<file path="src/rtl/crc7_encoder.sv">
// Bit-serial CRC-7 encoder: latches a 16-bit word, runs it MSB first through a
// 7-bit LFSR and presents {data, crc} with a one-cycle done pulse.
//
// state | meaning
// ------+--------------------------------------------------------------
// IDLE  | waiting for en_data; DATA_OUT holds the last codeword
// SHIFT | one data bit per clock into the LFSR, 16 cycles per word
module crc7_encoder #(
   parameter logic [6:0] POLY     = 7'h09,
   parameter logic [6:0] CRC_INIT = 7'h00
) (
   input  logic        CLK,
   input  logic        reset,
   input  logic        en_data,
   input  logic [15:0] DATA_IN,
   output logic [22:0] DATA_OUT,
   output logic        busy,
   output logic        done
);

   typedef enum logic {IDLE = 1'b0, SHIFT = 1'b1} state_t;

   state_t      state_q, state_d;
   logic [15:0] sr_q, sr_d;
   logic [15:0] dh_q, dh_d;
   logic [6:0]  crc_q, crc_d;
   logic [3:0]  cnt_q, cnt_d;
   logic [22:0] data_out_q, data_out_d;
   logic        done_q, done_d;
   logic        fb;
   logic [6:0]  crc_step;

   always_ff @(posedge CLK or negedge reset) begin
      if (!reset) begin
         state_q    <= IDLE;
         sr_q       <= '0;
         dh_q       <= '0;
         crc_q      <= '0;
         cnt_q      <= '0;
         data_out_q <= '0;
         done_q     <= 1'b0;
      end else begin
         state_q    <= state_d;
         sr_q       <= sr_d;
         dh_q       <= dh_d;
         crc_q      <= crc_d;
         cnt_q      <= cnt_d;
         data_out_q <= data_out_d;
         done_q     <= done_d;
      end
   end

   // LFSR step for the current data bit; also feeds the completion capture
   assign fb       = sr_q[15] ^ crc_q[6];
   assign crc_step = {crc_q[5:0], 1'b0} ^ (fb ? POLY : 7'h00);

   always_comb begin
      state_d    = state_q;
      sr_d       = sr_q;
      dh_d       = dh_q;
      crc_d      = crc_q;
      cnt_d      = cnt_q;
      data_out_d = data_out_q;
      done_d     = 1'b0;
      case (state_q)
         IDLE: begin
            if (en_data) begin
               sr_d    = DATA_IN;
               dh_d    = DATA_IN;
               crc_d   = CRC_INIT;
               cnt_d   = 4'd0;
               state_d = SHIFT;
            end
         end
         SHIFT: begin
            crc_d = crc_step;
            sr_d  = {sr_q[14:0], 1'b0};
            cnt_d = cnt_q + 4'd1;
            if (cnt_q == 4'd15) begin
               data_out_d = {dh_q, crc_step};
               done_d     = 1'b1;
               state_d    = IDLE;
            end
         end
         default: state_d = IDLE;
      endcase
   end

   assign DATA_OUT = data_out_q;
   assign busy     = (state_q == SHIFT);
   assign done     = done_q;

endmodule

</file>
<file path="config.mk">
export PLATFORM = sky130hd
export DESIGN_NAME = crc7_encoder
export DESIGN_NICKNAME = d
export VERILOG_FILES = /design/src/rtl/crc7_encoder.sv
export SDC_FILE = /design/constraint.sdc
export NUM_CORES = 1
export LEC_CHECK = 0
export ABC_AREA = 1
export BUFFER_PORTS_ARGS = -buffer_cell sky130_fd_sc_hd__buf_4
export CORE_MARGIN = 3
export CORE_UTILIZATION = 25
export CTS_BUF_LIST = sky130_fd_sc_hd__clkbuf_8
export DETAILED_ROUTE_END_ITERATION = 10
export PLACE_DENSITY_LB_ADDON = 0.2
export SYNTH_ARGS = -nofsm -noshare
export SYNTH_HDL_FRONTEND = slang
export SYNTH_SLANG_ARGS = --single-unit
</file>
<file path="constraint.sdc">
create_clock -name CLK -period 1.6 [get_ports CLK]
set_input_delay 0.48 -clock CLK [delete_from_list [all_inputs] [get_ports CLK]]
set_output_delay 0.48 -clock CLK [all_outputs]
set_load 0.01 [all_outputs]
</file>
==> out/metrics.yaml <==
hold_path:
  min_path_type: "primary input to async pin"
die:
  core_mm2: 0.0103
  dieArea_mm2: 0.0119
  io-pin-count: 44
  die_h_um: 109
  rows: 37
  die_x_um: 109
  start_util_pct: 25.8
pwr:
  ir_worst_vdd_uv: 446
  seqPwrFrac_pct: 46.1
  comb_power_share_pct: 32.4
  cellPowerDensity_mw_per_mm2: 1820
  p_clk_share_pct: 21.4
  p_sw_uw: 2080
  switching_share_pct: 33.9
  p_leak_uw: 0.00177
  p_int_uw: 4070
finish:
  drive_gt1_share_pct: 22.9
  final_nets: 356
  antenna_cells: 0
  final_cell_area_mm2: 0.00338
  syn2layout_area_growth_pct: 27.0
  fin_util_pct: 32.8
clocking:
  numClockSinks: 68
  cts_setup_buffers: 0
  cts_made_buffers: 9
  clk_latency_ps: 330
  path_clk_slew_ps: 70
  htreeDepth: 3
  cts_max_path_buffers: 2
  clk_root_buffer_cell: "clkbuf_8"
  cts_tree: "done"
  cts_hold_buf: 0
  cts_resized: 0
synth:
  synthSimpleGateAreaFrac_pct: 22.9
  ys_top_cells_by_area: "dfrtp_1 (64%), nand2_1 (19%), nand3_1 (3.2%)"
  yosysSeqAreaShare_pct: 63.9
  synthesis.area_mm2: 0.00266
  synth_adder_area_share_pct: 0.470
  synth_top_area_share_pct: 63.9
  ys_warn_count: 0
  synth_compound_area_share_pct: 6.77
  synth_top_family_by_area: "simple AND/OR/NAND/NOR gates"
  synth_xor_area_share_pct: 0.329
  yosys-mux-area-fraction_pct: 0
  ys_types: 17
  syn_nets: 303
  ys_seq_elements: 68
  avgSynthCellArea_um2: 9.41
  yosys.area.top_type: "dfrtp_1"
  synthCells: 283
place:
  gp_congestion: 0.705
  pre_cts_ws_ps: 205
  placed_area_mm2: 0.00319
  dp.final_hpwl_um: 3970
  io_buffer_count: 43
sta:
  setup_tns_ps: 0
  finalHoldViolations: 0
  tightest_slew_ps: 470
  setup_viol: 0
  finalWorstSetupSlack_ps: 138
  slew_headroom_pct: 68.7
  finalCritPeriodShare_pct: 91.4
  post-route-min-period_ps: 1460
  fin_worst_skew_ps: 4.89
  slew_violations: 0
  fmax_mhz: 684
  rsz0062_at_grt: "no"
critical_path:
  cp.depth: 1
  worstPathRequired_ps: 1120
  end_kind: "output pin"
  worstPathCellList: "buf_4"
  critical_path_buf_inv_count: 1
  crit_arrival_ps: 980
  path_delay_family: "flip-flops"
  critPathMaxFanout: 7
  reg2regPathDepth: 7
  slowest_stage: "dfrtp_1"
  crit_type: "flop to output pin"
  timing.critical_path.from_type: "flop"
  max_stage_delay_ps: 480
global_routing:
  grt_use_total_pct: 10.5
  grt_start_max_net_pins: 33
  grt_pass1_vias: 1952
  overflow: 0
  grt_pass1_wl_um: 9510
  antenna_found_initial: 0
drt:
  via_per_inst: 4.11
  drt-total-wl_um: 5610
  drt_iter0_drc: 124
  ant_nets: 0
  drc: 0
  vias: 1958
  firstDrtPassIters: 4
  wire_per_inst_um: 11.8
status:
  status: "complete, no violations"
job:
  maxCapViolations: 0
worst paths after layout:
check | startpoint | to | slack (ps)
max in group asynchronous | reset | crc_q[2]$_DFFE_PN0P_ | 1070
min | reset | done$_DFF_PN0_ | 60
min in group CLK | DATA_IN[1] | dh_q[1]$_DFFE_PN0P_ | 370
max | busy$_DFF_PN0_ | busy | 140
min reg2reg | dh_q[1]$_DFFE_PN0P_ | dh_q[1]$_DFFE_PN0P_ | 470
max reg2reg | cnt_q[0]$_DFFE_PN0P_ | DATA_OUT[6]$_DFFE_PN0P_ | 260
flip-flops by register name, indices dropped and copies added (netlist names):
register,count
done,1
DATA_OUT,23
cnt_q,4
busy,1
sr_q,16
dh_q,16
crc_q,7
cells in the final DEF, fill, tap and decap left out, drive strengths merged, types with 2 or more instances in the layout:
cell | Yosys | final
dfrtp | 68 | 68
o22ai | 5 | 5
o211ai | 2 | 2
nand2 | 133 | 133
nand3 | 17 | 17
clkbuf | 2 | 13
inv | 20 | 21
o21ai | 20 | 20
nor2 | 5 | 5
buf | 9 | 53
final cells by class:
type / count / area [um^2]
timing repair buffer: 53 / 435
clock inverter: 2 / 8.76
tap: 136 / 170
sequential: 68 / 1700
clock buffer: 13 / 179
fill: 1107 / 6940
inverter: 20 / 75.1
multi-input combinational: 184 / 812
through the flow:
| stage | hold WS [ps] | std cells | power [uW] |
|---|---|---|---|
| final | 64.8 | 476 | 6150 |
| after global routing | 74.0 | 476 | 6710 |
| after CTS | 64.4 | 476 | 6250 |
| after detailed placement | 433 | 461 | 4920 |
| after global placement | 436 | 461 | 4870 |
| after floorplan | 184 | 283 | 4060 |
layer usage:
| layer | global-route usage (%) | vias to the layer above | part of all wire, % |
|---|---|---|---|
| met5 | 0 | - | 0 |
| met4 | 5.61 | 0 | 2.6 |
| met3 | 2.43 | 12 | 4.3 |
| met2 | 16.5 | 38 | 46 |
| met1 | 13.4 | 921 | 47 |
| li1 | - | 987 | - |
Yosys cell counts, drive strengths merged:
cell type	count
nand2	133
o21ai	20
o22ai	5
xnor2	1
ha	1
nor2	5
o211ai	2
nand3	17
buf	9
clkbuf	2
inv	20
dfrtp	68
kinds of logic (layout without fill, tap and decap cells):
logic type | after synthesis | in the layout
buffers and inverters | 31 | 88
xor gates and xnor gates | 1 | 1
DFF | 68 | 68
AOI/OAI and AO/OA | 27 | 27
and+or+nand+nor | 155 | 155
adders and majority gates | 1 | 1
power groups by stage:
| stage | sequential, uW | combinational [uW] | clock (uW) |
|---|---|---|---|
| final | 2840 | 2000 | 1320 |
| after global routing | 2940 | 2340 | 1430 |
| after CTS | 2850 | 2040 | 1350 |
| after detailed placement | 2880 | 2030 | 0 |
| after global placement | 2870 | 2000 | 0 |
| after floorplan | 2920 | 1140 | 0 |
(Power assumes the default switching activity.)
